[src/rtl/division_16bits_seq_pkg.sv]
// Shared definitions for the sequential restoring divider: FSM encoding, default sizing
// and saturation constants. Signed operation is enabled by defining DIV_SIGNED_EN.
package division_16bits_seq_pkg;

  typedef enum logic [1:0] {
    ST_IDLE = 2'd0,
    ST_CALC = 2'd1,
    ST_DONE = 2'd2
  } state_e;

  localparam int DEF_WIDTH     = 16;
  localparam int DEF_FRAC_BITS = 0;

  // Saturation values for a w-bit result, returned wide and truncated by the caller.
  function automatic logic [63:0] sat_umax(input int w);
    return (64'd1 << w) - 64'd1;
  endfunction

  function automatic logic [63:0] sat_smax(input int w);
    return (64'd1 << (w - 1)) - 64'd1;
  endfunction

  function automatic logic [63:0] sat_smin(input int w);
    return 64'd1 << (w - 1);
  endfunction

endpackage

[src/rtl/division_16bits_seq_step.sv]
// One combinational restoring-division iteration: shift in the next dividend bit,
// trial-subtract the divisor, keep the difference only when it does not go negative.
module division_16bits_seq_step #(
  parameter int WIDTH = 16
) (
  input  logic [WIDTH-1:0] rem_i,
  input  logic             bit_i,
  input  logic [WIDTH-1:0] divisor_i,
  output logic [WIDTH-1:0] rem_o,
  output logic             q_bit_o
);

  logic [WIDTH:0] shifted;
  logic [WIDTH:0] diff;

  assign shifted = {rem_i, bit_i};
  assign diff    = shifted - {1'b0, divisor_i};

  // Trial subtract with restore; a kept remainder is always below the divisor so it fits WIDTH bits.
  always_comb begin
    rem_o   = shifted[WIDTH-1:0];
    q_bit_o = 1'b0;
    if (shifted >= {1'b0, divisor_i}) begin
      rem_o   = diff[WIDTH-1:0];
      q_bit_o = 1'b1;
    end else begin
      rem_o   = shifted[WIDTH-1:0];
      q_bit_o = 1'b0;
    end
  end

endmodule

[src/rtl/division_16bits_seq.sv]
// Sequential radix-2 restoring divider with start/done handshake and Q-format pre-scaling.
// Define DIV_SIGNED_EN for two's-complement operands (magnitude divide plus sign fixup).
module division_16bits_seq
  import division_16bits_seq_pkg::*;
#(
  parameter int WIDTH     = DEF_WIDTH,
  parameter int FRAC_BITS = DEF_FRAC_BITS
) (
  input  logic             clk,
  input  logic             rst,
  input  logic             start,
  input  logic [WIDTH-1:0] a,
  input  logic [WIDTH-1:0] b,
  output logic [WIDTH-1:0] q,
  output logic [WIDTH-1:0] r,
  output logic             busy,
  output logic             done,
  output logic             dbz,
  output logic             ovf
);

  localparam int N     = WIDTH + FRAC_BITS;
  localparam int CNT_W = (N > 1) ? $clog2(N) : 1;

  state_e             state_q, state_d;
  logic [CNT_W-1:0]   cnt_q, cnt_d;
  logic [N-1:0]       shift_q, shift_d;
  logic [WIDTH-1:0]   rem_q, rem_d;
  logic [WIDTH-1:0]   div_q, div_d;
  logic [WIDTH-1:0]   a_q, a_d;
  logic [WIDTH-1:0]   q_q, q_d;
  logic [WIDTH-1:0]   r_q, r_d;
  logic               busy_q, busy_d;
  logic               done_q, done_d;
  logic               dbz_q, dbz_d;
  logic               ovf_q, ovf_d;

  logic [WIDTH-1:0]   a_mag;
  logic [WIDTH-1:0]   b_mag;
  logic [N-1:0]       dividend;
  logic [WIDTH-1:0]   step_rem;
  logic               step_qbit;

`ifdef DIV_SIGNED_EN
  localparam logic [WIDTH-1:0] Q_SMAX = WIDTH'(sat_smax(WIDTH));
  localparam logic [WIDTH-1:0] Q_SMIN = WIDTH'(sat_smin(WIDTH));

  logic             a_neg_q, a_neg_d;
  logic             b_neg_q, b_neg_d;
  logic             q_neg;
  logic [WIDTH-1:0] q_lim;

  assign a_mag = a[WIDTH-1] ? -a : a;
  assign b_mag = b[WIDTH-1] ? -b : b;
  assign q_neg = a_neg_q ^ b_neg_q;
  // The most-negative pattern doubles as the largest negative magnitude.
  assign q_lim = q_neg ? Q_SMIN : Q_SMAX;
`else
  localparam logic [WIDTH-1:0] Q_UMAX = WIDTH'(sat_umax(WIDTH));

  logic hi_nz;

  assign a_mag = a;
  assign b_mag = b;
  assign hi_nz = (shift_q >> WIDTH) != {N{1'b0}};
`endif

  assign dividend = N'(a_mag) << FRAC_BITS;

  division_16bits_seq_step #(.WIDTH(WIDTH)) u_step (
    .rem_i     (rem_q),
    .bit_i     (shift_q[N-1]),
    .divisor_i (div_q),
    .rem_o     (step_rem),
    .q_bit_o   (step_qbit)
  );

  // Next-state, datapath and result fixup; quotient bits shift into the dividend register.
  always_comb begin
    state_d = state_q;
    cnt_d   = cnt_q;
    shift_d = shift_q;
    rem_d   = rem_q;
    div_d   = div_q;
    a_d     = a_q;
    q_d     = q_q;
    r_d     = r_q;
    busy_d  = busy_q;
    done_d  = 1'b0;
    dbz_d   = dbz_q;
    ovf_d   = ovf_q;
`ifdef DIV_SIGNED_EN
    a_neg_d = a_neg_q;
    b_neg_d = b_neg_q;
`endif
    case (state_q)
      ST_IDLE: begin
        if (start) begin
          a_d     = a;
          div_d   = b_mag;
          rem_d   = {WIDTH{1'b0}};
          shift_d = dividend;
          busy_d  = 1'b1;
          cnt_d   = CNT_W'(N - 1);
`ifdef DIV_SIGNED_EN
          a_neg_d = a[WIDTH-1];
          b_neg_d = b[WIDTH-1];
`endif
          if (b == {WIDTH{1'b0}}) begin
            state_d = ST_DONE;
          end else begin
            state_d = ST_CALC;
          end
        end else begin
          state_d = ST_IDLE;
        end
      end
      ST_CALC: begin
        rem_d   = step_rem;
        shift_d = {shift_q[N-2:0], step_qbit};
        cnt_d   = cnt_q - CNT_W'(1);
        if (cnt_q == {CNT_W{1'b0}}) begin
          state_d = ST_DONE;
        end else begin
          state_d = ST_CALC;
        end
      end
      ST_DONE: begin
        done_d  = 1'b1;
        busy_d  = 1'b0;
        state_d = ST_IDLE;
        if (div_q == {WIDTH{1'b0}}) begin
          dbz_d = 1'b1;
          ovf_d = 1'b0;
          r_d   = a_q;
`ifdef DIV_SIGNED_EN
          q_d   = a_neg_q ? Q_SMIN : Q_SMAX;
`else
          q_d   = Q_UMAX;
`endif
        end else begin
          dbz_d = 1'b0;
`ifdef DIV_SIGNED_EN
          ovf_d = shift_q > N'(q_lim);
          if (ovf_d) begin
            q_d = q_lim;
          end else if (q_neg) begin
            q_d = -shift_q[WIDTH-1:0];
          end else begin
            q_d = shift_q[WIDTH-1:0];
          end
          r_d   = a_neg_q ? -rem_q : rem_q;
`else
          ovf_d = hi_nz;
          q_d   = hi_nz ? Q_UMAX : shift_q[WIDTH-1:0];
          r_d   = rem_q;
`endif
        end
      end
      default: begin
        state_d = ST_IDLE;
        busy_d  = 1'b0;
      end
    endcase
  end

  // State and output registers with synchronous abort-on-reset.
  always_ff @(posedge clk) begin
    if (rst) begin
      state_q <= ST_IDLE;
      cnt_q   <= {CNT_W{1'b0}};
      shift_q <= {N{1'b0}};
      rem_q   <= {WIDTH{1'b0}};
      div_q   <= {WIDTH{1'b0}};
      a_q     <= {WIDTH{1'b0}};
      q_q     <= {WIDTH{1'b0}};
      r_q     <= {WIDTH{1'b0}};
      busy_q  <= 1'b0;
      done_q  <= 1'b0;
      dbz_q   <= 1'b0;
      ovf_q   <= 1'b0;
`ifdef DIV_SIGNED_EN
      a_neg_q <= 1'b0;
      b_neg_q <= 1'b0;
`endif
    end else begin
      state_q <= state_d;
      cnt_q   <= cnt_d;
      shift_q <= shift_d;
      rem_q   <= rem_d;
      div_q   <= div_d;
      a_q     <= a_d;
      q_q     <= q_d;
      r_q     <= r_d;
      busy_q  <= busy_d;
      done_q  <= done_d;
      dbz_q   <= dbz_d;
      ovf_q   <= ovf_d;
`ifdef DIV_SIGNED_EN
      a_neg_q <= a_neg_d;
      b_neg_q <= b_neg_d;
`endif
    end
  end

  assign q    = q_q;
  assign r    = r_q;
  assign busy = busy_q;
  assign done = done_q;
  assign dbz  = dbz_q;
  assign ovf  = ovf_q;

endmodule
[config.mk]
export PLATFORM = sky130hd
export DESIGN_NAME = division_16bits_seq
export DESIGN_NICKNAME = d
export VERILOG_FILES = /design/src/rtl/division_16bits_seq_pkg.sv /design/src/rtl/division_16bits_seq_step.sv /design/src/rtl/division_16bits_seq.sv
export SDC_FILE = /design/constraint.sdc
export NUM_CORES = 1
export LEC_CHECK = 0
export BUFFER_PORTS_ARGS = -buffer_cell sky130_fd_sc_hd__buf_2
export CAP_MARGIN = 20
export CELL_PAD_IN_SITES_DETAIL_PLACEMENT = 2
export CELL_PAD_IN_SITES_GLOBAL_PLACEMENT = 2
export CORE_MARGIN = 2
export CORE_UTILIZATION = 25
export CTS_CLUSTER_SIZE = 16
export DETAILED_ROUTE_END_ITERATION = 7
export GPL_TIMING_DRIVEN = 1
export PLACE_DENSITY = 0.76
export REMOVE_ABC_BUFFERS = 1
export SYNTH_ARGS = -nofsm -noshare
export SYNTH_HDL_FRONTEND = slang
export SYNTH_SLANG_ARGS = --single-unit
[constraint.sdc]
create_clock -name clk -period 2.05 [get_ports clk]
set_input_delay 0.205 -clock clk [delete_from_list [all_inputs] [get_ports clk]]
set_output_delay 0.205 -clock clk [all_outputs]
set_load 0.1 [all_outputs]
==> qor.yml <==
diodes: 0
p_total_w: 0.01180
die_area_um2: 21480
drcViolationCount: 0
cts_sinks: 105
grt_pass1_vias: 5760
ctsHtreeMaxLevel: 3
synth-seq-cells: 105
maxCapViolations: 0
switching_share: 0.4076
multi_input_area_um2: 2952
layout-drive-gt1-share: 0.3038
crit_type: "reg2reg"
grt_use_met3: 0.02969
clk_latency_ns: 0.36
die_w_um: 146.6
io_buffers: 69
worstMarginPinSlew_ns: 0.8364
gr-total-overflow: 0
antenna_found_initial: 0
area.growth.synth_to_final_pct: 38.04
yosys.area.top_type: "dfxtp_1"
skew_ns: 0.009094
first_pass_iters: 4
busiest_layer: "met2"
stdcell_count: 1083
worst_path_largest_cell_delay_ns: 0.42
status: "complete, but fails checks"
grt_pass1_wl_um: 31350
ir_drop_uv: 1030
required_ns: 2.29
ys_async_sr_fraction: 0
p_comb_frac: 0.645
yosysUniqueCellTypes: 48
synth_edf_count: 0
pwr-share-clk: 0.141
clkTransAtPathRegs_ns: 0.08
synth_area_leaders: "dfxtp_1, nand2_1, nor2_1, a21oi_1, nor3_1"
place_ws_ns: -0.3316
synth_area_per_cell_um2: 7.629
mostFrequentLayoutCells: "nand2_1, buf_4, nor2_1"
rows: 52
startpoint_type: "register"
regArea_um2: 2115
fin_crit_ns: 2.440
final_common_cell: "nand2_1"
internal_power_w: 0.006992
routabilityCongestion: 0.7978
fmaxAchievable_ghz: 0.4098
wirelength_um: 20490
ios: 71
final_nets: 862
slowest_stage: "or3_1"
pwr_density_cell_nw_per_um2: 1683
via_per_inst: 4.876
drt_iter0_drc: 193
initial_core_util: 0.2527
cts_max_path_buffers: 2
final_hold_viol_count: 0
p_leak_nw: 2.925
fp.coreArea_um2: 20100
grt_start_max_net_pins: 40
endpoint_kind: "register"
nFillCells: 2313
seq_power_share: 0.213
synth_top_area_share: 0.4137
hpwl_um: 13390
post-route-period-util: 1.190
clock-root-buffer: "clkbuf_16"
crit_family: "compound AO/OA/AOI/OAI gates"
crit_buf_inv: 2
ys_seq_area_frac: 0.4137
setup_viol: 17
avgRoutedWirePerCell_um: 18.92
critical_path_arrival_ns: 2.68
placed_cells: 1053
crit_fanout: 4
rsz0062_at_grt: "yes"
die_y_um: 146.6
max_slew_margin: 0.4404
synth-main-ff-cell: "dfxtp_1"
fin_setup_tns_ns: -5.054
violations: "setup timing"
grt_util_all_layers: 0.1844
p_sw_w: 0.004812
ant_nets: 0
path_cells: "ha_4, nand4_1, or3_1, o21a_1, o21a_2, a21boi_4, buf_6, buf_16, a32oi_2, o21ai_1"
dr_total_vias: 5281
numCtsBuffers: 9
hold_buffers: 0
netlist_area_um2: 5081
cts_tree: "yes"
slew_viol_final: 0
hp-class: "in2reg"
grt_util_met2: 0.3229
syn_inst: 666
yosys_warnings: 0
setup_slack_ns: -0.3903
grtUsageMet1: 0.2324
[logic make-up after synthesis]
logic type / count (synthesis) / synth area share
AND/OR/NAND/NOR: 311 / 0.2699
AO/OA/AOI/OAI: 143 / 0.1778
flip-flops: 105 / 0.4137
buffers and inverters: 68 / 0.05344
adder cells (fa/ha/maj): 18 / 0.04580
XOR/XNOR: 11 / 0.01896
multiplexers: 9 / 0.01970
other: 1 / 0.0007380
[through the flow]
| stage | utilization | instance area, um2 | hold slack (ns) |
|---|---|---|---|
| after floorplan | - | 4892 | 0.2741 |
| after global placement | 0.3153 | 6339 | 0.4449 |
| after detailed placement | 0.3153 | 6339 | 0.4515 |
| after CTS | 0.3434 | 6903 | 0.08458 |
| after global routing | 0.3489 | 7014 | 0.08651 |
| final | 0.3489 | 7014 | 0.08712 |
[synth_stat cells (7+ instances only)]
master / number
a211oi_1: 7
a21oi_1: 67
a311oi_1: 17
clkbuf_1: 38
dfxtp_1: 105
ha_1: 17
inv_1: 22
mux2i_1: 7
nand2_1: 117
nor2_1: 97
nor2b_1: 18
nor3_1: 49
nor4_1: 9
o21ai_0: 12
o21ai_1: 12
[layer usage]
metal | routed length (um) | part of all wire
met1 | 9357 | 0.46
met2 | 10130 | 0.49
met5 | 0 | 0
met4 | 558 | 0.027
met3 | 449 | 0.022
[worst paths after layout]
check / startpoint / depth (start not counted) / endpoint / slack (ns)
worst max-delay path: rem_q[5] / 10 / rem_q[10] / -0.39
worst min-delay path: b[8] / 3 / div_q[8] / 0.09
worst max register to register: rem_q[5] / 10 / rem_q[10] / -0.39
worst min register to register: a_q[0] / 2 / a_q[0] / 0.46
[tightest hold or removal path, delay by kind of cell]
kind | cells | cell delay [ns]
buffers and inverters | 1 | 0.11
and+or+nand+nor | 1 | 0.05
AOI/OAI and AO/OA | 1 | 0.05
[what timing repair did]
action | in CTS | in global routing
gates resized for setup | 36 | 16
pin swaps | 13 | 19
gates cloned | 2 | 0
setup endpoints to repair | 17 | 21
buffers inserted | 9 | 4
endpoints found under the hold margin | 0 | 0
[cell type report]
cell class	instances	share of cell area
clock inverters	6	0.006422
flip-flops and latches	105	0.3015
clock buffers	9	0.03211
multi-input cells	493	0.4208
repair buffers	178	0.1793
well taps	270	0.04816
inverters	22	0.01177
[flip-flops by register name, indices dropped and copies added, names as in the netlist]
| register | flops |
|---|---|
| shift_q | 16 |
| q | 16 |
| state_q | 2 |
| div_q | 16 |
| rem_q | 16 |
| a_q | 16 |
| done | 1 |
| busy | 1 |
| cnt_q | 4 |
| r | 16 |
| dbz | 1 |
[power by group through the flow]
stage	clock network, W	registers, W	logic (W)
after CTS	0.00171	0.00251	0.00683
after floorplan	0	0.00265	0.00286
after global routing	0.00179	0.00254	0.00804
final	0.00167	0.00252	0.00762
after detailed placement	0	0.00251	0.00519
after global placement	0	0.00250	0.00502
Power figures use the tool's default switching activity.
